<file path="config.mk">
export PLATFORM = sky130hd
export DESIGN_NAME = timing_gen_flat
export DESIGN_NICKNAME = d
export VERILOG_FILES = /design/src/rtl/timing_pkg.sv /design/src/rtl/timing_gen_if.sv /design/src/rtl/tmr_vote.sv /design/src/rtl/timing_gen.sv /design/src/flat_wrapper.sv
export SDC_FILE = /design/constraint.sdc
export NUM_CORES = 1
export LEC_CHECK = 0
export ABC_AREA = 1
export BUFFER_PORTS_ARGS = -buffer_cell sky130_fd_sc_hd__buf_2
export CORE_AREA = 10 10 47 49
export DETAILED_ROUTE_END_ITERATION = 10
export DIE_AREA = 0 0 57 59
export GPL_TIMING_DRIVEN = 0
export PLACE_DENSITY = 0.72
export SYNTH_ARGS = -nofsm -noshare
export SYNTH_HDL_FRONTEND = slang
export SYNTH_SLANG_ARGS = --single-unit
</file>
<file path="constraint.sdc">
create_clock -name clk -period 1.35 [get_ports clk]
set_clock_uncertainty 0.05 [all_clocks]
set_input_delay 0.135 -clock clk [delete_from_list [all_inputs] [get_ports clk]]
set_output_delay 0.135 -clock clk [all_outputs]
set_load 0.01 [all_outputs]
</file>
<file path="src/rtl/timing_pkg.sv">
// Shared types and limits for the timing generator.
// Pure declarations, no logic or latency.
// No flow control; consumed by timing_gen and its interface.
package timing_pkg;

  // Timing controller states
  typedef enum logic [1:0] {
    RUN     = 2'd0,
    HALTING = 2'd1,
    HALTED  = 2'd2,
    STEP    = 2'd3
  } state_t;

  // Supported parameter ranges
  localparam int MAX_PHASES    = 8;
  localparam int MAX_BIT_TIMES = 64;

endpackage

</file>
<file path="src/rtl/timing_gen_if.sv">
// Control inputs and timing outputs of timing_gen, bundled as one port.
// Outputs are decodes of registered state (zero-cycle decode latency).
// No backpressure: en is the only throttle, it freezes the generator.
interface timing_gen_if #(
  parameter int PHASES    = 3,
  parameter int BIT_TIMES = 14
);
  localparam int BW = $clog2(BIT_TIMES);

  logic              en;
  logic              halt_req;
  logic              step;
  logic [PHASES-1:0] phase;
  logic [BW-1:0]     bit_time;
  logic              bit_last;
  logic              word_end;
  logic              running;
  logic              halted;
  logic              tmr_err;

  modport master (
    output en, halt_req, step,
    input  phase, bit_time, bit_last, word_end, running, halted, tmr_err
  );

  modport slave (
    input  en, halt_req, step,
    output phase, bit_time, bit_last, word_end, running, halted, tmr_err
  );
endinterface

</file>
<file path="src/rtl/tmr_vote.sv">
// Bitwise 2-of-3 majority voter with disagreement flag.
// Purely combinational, zero latency.
// No flow control.
module tmr_vote #(
  parameter int WIDTH = 1
) (
  input  logic [WIDTH-1:0] a,
  input  logic [WIDTH-1:0] b,
  input  logic [WIDTH-1:0] c,
  output logic [WIDTH-1:0] y,
  output logic             mismatch
);

  // Majority per bit; any copy differing from the others raises mismatch
  always_comb begin
    y        = (a & b) | (a & c) | (b & c);
    mismatch = (a != b) || (a != c);
  end

endmodule

</file>
<file path="src/rtl/timing_gen.sv">
// Multi-phase clock/bit-time generator with halt and single-step control.
// Outputs decode registered state with zero latency; one phase per enabled cycle.
// en low freezes every register; optional triplication under macro TIMING_TMR_EN.
module timing_gen
  import timing_pkg::*;
#(
  parameter int PHASES       = 3,
  parameter int BIT_TIMES    = 14,
  parameter int HALT_AT_WORD = 1
) (
  input  logic        clk,
  input  logic        rst,
  timing_gen_if.slave bus
);

  localparam int                BW       = $clog2(BIT_TIMES);
  localparam logic [BW-1:0]     LAST_BIT = BW'(BIT_TIMES - 1);
  localparam logic [PHASES-1:0] PH0      = PHASES'(1);

  // Current (voted, if triplicated) state and its next value
  logic [PHASES-1:0] phase_v, phase_nx;
  logic [BW-1:0]     bit_v, bit_nx;
  state_t            state_v, state_nx;
  logic              bit_last, word_end, boundary, adv;

  // Position decodes and the halt boundary selected by HALT_AT_WORD
  always_comb begin
    bit_last = phase_v[PHASES-1];
    word_end = bit_last && (bit_v == LAST_BIT);
    boundary = (HALT_AT_WORD != 0) ? word_end : bit_last;
  end

  // Next state and counter advance; with en low everything reloads its own value
  always_comb begin
    phase_nx = phase_v;
    bit_nx   = bit_v;
    state_nx = state_v;
    adv      = 1'b0;
    if (bus.en) begin
      unique case (state_v)
        RUN: begin
          adv = 1'b1;
          if (bus.halt_req) state_nx = boundary ? HALTED : HALTING;
        end
        HALTING: begin
          adv = 1'b1;
          if (!bus.halt_req)  state_nx = RUN;
          else if (boundary)  state_nx = HALTED;
        end
        HALTED: begin
          if (bus.halt_req && bus.step) state_nx = STEP;
          else if (!bus.halt_req)       state_nx = RUN;
        end
        STEP: begin
          adv = 1'b1;
          if (boundary) state_nx = HALTED;
        end
        default: state_nx = RUN;
      endcase
      if (adv) begin
        if (phase_v[PHASES-1]) begin
          phase_nx = PH0;
          bit_nx   = (bit_v == LAST_BIT) ? '0 : bit_v + BW'(1);
        end else begin
          phase_nx = phase_v << 1;
        end
      end
    end
  end

`ifdef TIMING_TMR_EN
  logic [PHASES-1:0]        phase_r0, phase_r1, phase_r2;
  logic [BW-1:0]            bit_r0, bit_r1, bit_r2;
  logic [$bits(state_t)-1:0] state_r0, state_r1, state_r2, state_vv;
  logic                     err_p, err_b, err_s;

  // All copies load the same voted next value, so a corrupted copy is scrubbed next cycle
  always_ff @(posedge clk or posedge rst) begin
    if (rst) begin
      phase_r0 <= PH0; phase_r1 <= PH0; phase_r2 <= PH0;
      bit_r0   <= '0;  bit_r1   <= '0;  bit_r2   <= '0;
      state_r0 <= RUN; state_r1 <= RUN; state_r2 <= RUN;
    end else begin
      phase_r0 <= phase_nx; phase_r1 <= phase_nx; phase_r2 <= phase_nx;
      bit_r0   <= bit_nx;   bit_r1   <= bit_nx;   bit_r2   <= bit_nx;
      state_r0 <= state_nx; state_r1 <= state_nx; state_r2 <= state_nx;
    end
  end

  tmr_vote #(.WIDTH(PHASES)) u_vote_phase (
    .a(phase_r0), .b(phase_r1), .c(phase_r2), .y(phase_v), .mismatch(err_p)
  );
  tmr_vote #(.WIDTH(BW)) u_vote_bit (
    .a(bit_r0), .b(bit_r1), .c(bit_r2), .y(bit_v), .mismatch(err_b)
  );
  tmr_vote #(.WIDTH($bits(state_t))) u_vote_state (
    .a(state_r0), .b(state_r1), .c(state_r2), .y(state_vv), .mismatch(err_s)
  );

  assign state_v     = state_t'(state_vv);
  assign bus.tmr_err = err_p | err_b | err_s;
`else
  // Single copy of the timing state
  always_ff @(posedge clk or posedge rst) begin
    if (rst) begin
      phase_v <= PH0;
      bit_v   <= '0;
      state_v <= RUN;
    end else begin
      phase_v <= phase_nx;
      bit_v   <= bit_nx;
      state_v <= state_nx;
    end
  end

  assign bus.tmr_err = 1'b0;
`endif

  assign bus.phase    = phase_v;
  assign bus.bit_time = bit_v;
  assign bus.bit_last = bit_last;
  assign bus.word_end = word_end;
  assign bus.running  = (state_v != HALTED);
  assign bus.halted   = (state_v == HALTED);

endmodule

</file>
<file path="src/flat_wrapper.sv">
// flat-port wrapper written by rule: the top's interface ports become plain ports
module timing_gen_flat import timing_pkg::*;
#(
  parameter int PHASES       = 3,
  parameter int BIT_TIMES    = 14,
  parameter int HALT_AT_WORD = 1
)
  (clk, rst, bus_en, bus_halt_req, bus_step, bus_phase, bus_bit_time, bus_bit_last, bus_word_end, bus_running, bus_halted, bus_tmr_err);
  timing_gen_if #(.PHASES(PHASES), .BIT_TIMES(BIT_TIMES)) bus_i ();
  input  logic clk;
  input  logic rst;
  input wire logic [$bits(bus_i.en)-1:0] bus_en;
  input wire logic [$bits(bus_i.halt_req)-1:0] bus_halt_req;
  input wire logic [$bits(bus_i.step)-1:0] bus_step;
  output wire logic [$bits(bus_i.phase)-1:0] bus_phase;
  output wire logic [$bits(bus_i.bit_time)-1:0] bus_bit_time;
  output wire logic [$bits(bus_i.bit_last)-1:0] bus_bit_last;
  output wire logic [$bits(bus_i.word_end)-1:0] bus_word_end;
  output wire logic [$bits(bus_i.running)-1:0] bus_running;
  output wire logic [$bits(bus_i.halted)-1:0] bus_halted;
  output wire logic [$bits(bus_i.tmr_err)-1:0] bus_tmr_err;
  assign bus_i.en = bus_en;
  assign bus_i.halt_req = bus_halt_req;
  assign bus_i.step = bus_step;
  assign bus_phase = bus_i.phase;
  assign bus_bit_time = bus_i.bit_time;
  assign bus_bit_last = bus_i.bit_last;
  assign bus_word_end = bus_i.word_end;
  assign bus_running = bus_i.running;
  assign bus_halted = bus_i.halted;
  assign bus_tmr_err = bus_i.tmr_err;
  timing_gen #(.PHASES(PHASES), .BIT_TIMES(BIT_TIMES), .HALT_AT_WORD(HALT_AT_WORD)) u_core (.clk(clk), .rst(rst), .bus(bus_i));
endmodule
</file>
==> qor.yml, run 1 <==
status: "completed"
grt_max_degree: 10
timing.final.crit_share: 0.938
h-tree-depth: 1
wl_per_cell_um: 10.0
synth_area_leader_cell: "dfrtp_1"
fmax_ghz: 0.789
numCtsBuffers: 3
antenna_left: 0
ys_warn_count: 0
synth_mux_area_frac: 0
dr.first_iter.drc_count: 8
clkTransAtPathRegs_ns: 0.06
p_per_area_nw_per_um2: 2240
gp_congestion: 0.718
antenna_cells: 0
startpoint_type: "flop"
gr-total-overflow: 0
avgViaCountPerCell: 4.50
netlist_area_um2: 561
peakVddDrop_v: 0.00112
synth_area_leaders: "dfrtp_1 (36%), nand2_1 (13%), inv_1 (8.7%), nor2_1 (6.7%), nand3_1 (6.3%)"
drcViolationCount: 0
die_area_um2: 3360
period_minus_slack_ns: 1.27
synth_compound_area_frac: 0.0915
antenna_found_initial: 0
drv_cap: 0
design_power_total_mw: 1.61
drt_pass1_iterations: 4
cts_buffer_depth: 2
dp_hpwl_um: 953
root_buffer: "clkbuf_4"
regArea_um2: 228
io_pins: 17
worstSetupPathType: "reg -> out"
cts.sinks: 9
grt_use_total: 0.0701
syn_nets: 82
synth_top_area_share: 0.357
die_x_um: 57
synthSimpleGateAreaFrac: 0.362
multiInputGateArea_um2: 269
via_count: 522
coreArea_um2: 1400
synth-xor-area-share: 0.0156
worstPathMaxFanout: 2
final_core_util: 0.513
port_buffers: 15
rsz0062_at_grt: "no"
final_max_slew_viol_count: 0
drive_gt1_frac: 0.340
fill_cells: 148
start_util: 0.400
fin_nets: 106
grt_pass1_vias: 457
ys_types: 18
setup_viol: 0
yosys_register_bits: 9
clock_latency_ns: 0.26
worstPathArrival_ns: 1.08
tns_ns: 0
cp.required_ns: 1.16
placed_area_um2: 656
avgSynthCellArea_um2: 7.28
crit_path_end_kind: "output pin"
areaGrowthSynthToFinish_pct: 28.3
die_h_um: 59
cts_tree: "done"
fp-row-count: 14
synth_top_family_by_area: "simple AND/OR/NAND/NOR gates"
final_design_area_no_fill_um2: 719
hp-class: "in -> reg"
routed_wl_um: 1170
synthAdderAreaFrac: 0
fin_hold_ws_ns: 0.126
finalHoldViolCount: 0
synth_cells: 77
power.leakage_nw: 0.434
yosysSeqAreaShare: 0.404
grt_pass1_wl_um: 1860
[cell families after synthesis]
kind of cell / after synthesis
other cells: 1
compound gates: 9
buf+inv: 16
simple gates: 41
xor+xnor: 1
flops: 9
[cell usage after synthesis]
| cell type | n |
|---|---|
| buf_4 | 2 |
| xor2_1 | 1 |
| nand3_1 | 7 |
| inv_2 | 1 |
| nand3_2 | 1 |
| nand2_1 | 19 |
| o21a_1 | 1 |
| nor2_8 | 1 |
| o21ai_0 | 4 |
| nand2_4 | 2 |
| nor2_1 | 10 |
| dfstp_2 | 1 |
| conb_1 | 1 |
| inv_1 | 13 |
| a21oi_2 | 1 |
| a21oi_1 | 3 |
| nor2_2 | 1 |
| dfrtp_1 | 8 |
[registers in the layout (all words and copies together), names as in the netlist]
signal,flops
u_core.bus.phase,3
u_core.state_v,2
u_core.bus.bit_time,4
[layer usage]
layer	GRT usage	up-vias	wire length, um
met5	0	-	0
met4	0.0503	0	0
li1	-	278	-
met1	0.0703	236	509
met3	0.0258	0	62
met2	0.118	8	594
[stage by stage]
step	std cells	setup slack (ns)
3_3_place_gp	108	0.174
4_1_cts	115	0.0357
3_5_place_dp	108	0.158
5_1_grt	116	0.00943
6_report	116	0.0833
2_1_floorplan	77	0.231
[placed cells by master (no fill, tap or decap)]
master and instances:
conb_1 1, nor2_2 1, nor2_8 1, nand3_1 7, dfrtp_2 1, inv_1 13, xor2_1 1, clkbuf_4 3
nand3_2 1, nor2_1 10, dfrtp_1 7, nand2_1 18, clkinv_2 1, dlygate4sd3_1 1, a21oi_1 3, a21oi_2 1
buf_4 5, inv_2 1, buf_2 15, nand2_4 2, nand2_2 1, o21ai_0 4, dfstp_2 1, o21a_1 1
[worst max-delay path, stage by stage (launching register included)]
cell and delay, ns:
dfrtp_1 0.38, nor2_1 0.15, nand3_1 0.11, inv_1 0.06, buf_2 0.12
[where the power goes]
part | switching (mW) | leakage, nW | total (mW) | internal (mW)
clock | 0.0955 | 0.0177 | 0.205 | 0.109
sequential | 0.133 | 0.107 | 0.547 | 0.414
combinational | 0.505 | 0.310 | 0.863 | 0.358
total | 0.734 | 0.434 | 1.61 | 0.881
[timing repair]
| item | CTS | global route |
|---|---|---|
| gates resized for setup | 1 | 1 |
| hold buffers | 1 | 0 |
| buffers inserted | 2 | 1 |
| setup endpoints to repair | 1 | 1 |
| hold endpoints to repair | 8 | 0 |
[cell type report]
type,count,share of cell area
clock buffers,3,0.0313
well taps,16,0.0278
clock inverters,1,0.00696
plain buffers,2,0.0209
repair buffers,19,0.150
inverters,14,0.0730
flip-flops and latches,9,0.317
multi-input cells,52,0.374
[final timing paths]
| kind | slack, ns | start | to | cells past startpoint |
|---|---|---|---|---|
| max in group asynchronous | 0.66 | rst | u_core.bus.phase[0] | 3 |
| worst min-delay path | 0.13 | bus_en | u_core.bus.phase[2] | 3 |
| worst max register to register | 0.13 | u_core.bus.bit_time[1] | u_core.state_v[0] | 7 |
| min in group asynchronous | 0.30 | rst | u_core.bus.phase[2] | 3 |
| worst min register to register | 0.46 | u_core.bus.phase[0] | u_core.bus.phase[0] | 2 |
| worst max-delay path | 0.08 | u_core.bus.bit_time[1] | bus_word_end | 4 |
No activity file was read; power rests on OpenSTA's default activity.
==> run 2: changes to the inputs <==
--- a/config.mk
+++ b/config.mk
@@ -6,12 +6,12 @@
 export NUM_CORES = 1
 export LEC_CHECK = 0
 export ABC_AREA = 1
-export BUFFER_PORTS_ARGS = -buffer_cell sky130_fd_sc_hd__buf_2
 export CORE_AREA = 10 10 47 49
 export DETAILED_ROUTE_END_ITERATION = 10
 export DIE_AREA = 0 0 57 59
+export DONT_BUFFER_PORTS = 1
 export GPL_TIMING_DRIVEN = 0
-export PLACE_DENSITY = 0.72
+export PLACE_DENSITY = 0.62
 export SYNTH_ARGS = -nofsm -noshare
 export SYNTH_HDL_FRONTEND = slang
 export SYNTH_SLANG_ARGS = --single-unit
==> constraint.sdc (replaced) <==
create_clock -name clk -period 1.35 [get_ports clk]
set_clock_uncertainty 0.05 [all_clocks]
set_input_delay 0.2025 -clock clk [delete_from_list [all_inputs] [get_ports clk]]
set_output_delay 0.2025 -clock clk [all_outputs]
set_load 0.01 [all_outputs]
==> qor.yml, run 2 (same netlist as run 1, synthesis figures left out) <==
setup_viol: 0
regArea_um2: 231
p_per_area_nw_per_um2: 2300
port_buffers: 0
layout_commonest_cell: "nand2_1"
die_area_um2: 3360
rsz0062_at_grt: "yes"
h-tree-depth: 1
slowest_delay_ns: 0.47
grt_pass1_vias: 446
finalHoldViolCount: 0
avgViaCountPerCell: 4.57
placed_cells: 93
fin_cells: 100
cts.sinks: 9
timing.final.crit_share: 0.984
root_buffer: "clkbuf_4"
fin_nets: 90
status: "completed"
fill_cells: 150
worstPathArrival_ns: 1.08
start_util: 0.400
cp_slowest_cell: "dfrtp_2"
coreArea_um2: 1400
grt_use_total: 0.0709
antenna_found_initial: 0
cpMostUsedCell: "inv_2"
via_count: 457
multiInputGateArea_um2: 284
worstPathMaxFanout: 7
cts_tree: "done"
die_x_um: 57
peakVddDrop_v: 0.000956
antenna_cells: 0
die_h_um: 59
io_pins: 17
design_power_total_mw: 1.51
grt_pass1_wl_um: 1950
dp_hpwl_um: 887
areaGrowthSynthToFinish_pct: 16.7
crit_path_end_kind: "output pin"
final_max_slew_viol_count: 0
cp.required_ns: 1.10
fp-row-count: 14
antenna_left: 0
final_cell_mix: "nand2_1 (18), inv_1 (11), nor2_1 (8), nand3_1 (6)"
drcViolationCount: 0
drive_gt1_frac: 0.298
fmax_ghz: 0.753
startpoint_type: "flop"
routed_wl_um: 1170
dr.first_iter.drc_count: 6
largest_reg_flops: 4
cts_buffer_depth: 2
period_minus_slack_ns: 1.33
clock_latency_ns: 0.26
cp_cell_sequence: "inv_2, nor2_4, nand3_2, inv_2"
wl_per_cell_um: 11.7
fin_hold_ws_ns: 0.0639
power.leakage_nw: 0.356
worstSetupPathType: "reg -> out"
numCtsBuffers: 3
clkTransAtPathRegs_ns: 0.05
drv_cap: 0
hp-class: "in -> reg"
drt_pass1_iterations: 3
grt_max_degree: 10
gp_congestion: 0.662
gr-total-overflow: 0
run 2: final timing paths:
check | start | end | slack (ns) | cells after the start
hold / removal | bus_en | u_core.bus.phase[2] | 0.06 | 2
setup reg to reg | u_core.bus.bit_time[0] | u_core.state_v[0] | 0.12 | 8
setup / recovery | u_core.bus.bit_time[0] | bus_word_end | 0.02 | 4
max in group asynchronous | rst | u_core.bus.phase[0] | 0.68 | 2
hold reg to reg | u_core.bus.phase[0] | u_core.bus.phase[0] | 0.48 | 2
min in group asynchronous | rst | u_core.state_v[1] | 0.28 | 2
run 2: per-layer routing:
| layer | vias to the layer above | track usage | share of wire |
|---|---|---|---|
| li1 | 246 | - | - |
| met1 | 201 | 0.0749 | 0.44 |
| met2 | 8 | 0.121 | 0.50 |
| met3 | 2 | 0.0172 | 0.042 |
| met4 | 0 | 0.0503 | 0.016 |
| met5 | - | 0 | 0 |
run 2: repair_timing:
action,CTS,global route
setup buffers,1,1
setup endpoints to repair,1,4
hold buffers,1,0
resized for setup,5,6
pin swaps,1,2
hold endpoints to repair,8,0
run 2: through the flow:
step | setup TNS, ns | cell area, um2 | utilization | worst slack [ns]
after floorplan | 0 | 561 | - | 0.231
after global routing | -0.0403 | 654 | 0.467 | -0.0403
after CTS | 0 | 634 | 0.453 | 0.000664
final | 0 | 654 | 0.467 | 0.0222
after detailed placement | 0 | 581 | 0.414 | 0.0710
after global placement | 0 | 581 | 0.414 | 0.0768
run 2: power breakdown:
group          internal, mW  total [mW]  leakage, nW  switching (mW)
sequential            0.423       0.679        0.103           0.256
combinational         0.242       0.622        0.238           0.380
clock                 0.114       0.205       0.0150          0.0916
total                 0.779        1.51        0.356           0.728
run 2: critical path, delay by kind of cell (launching register included):
kind	cells	cell delay, ns
simple gates	2	0.20
flops	1	0.47
buf+inv	2	0.15
run 2: layout make-up:
cell class / count / share of cell area
timing repair buffer: 3 / 0.0382
multi-input combinational: 52 / 0.434
tap: 16 / 0.0306
sequential: 9 / 0.354
clock buffer: 4 / 0.0402
buffer: 2 / 0.0229
inverter: 14 / 0.0803
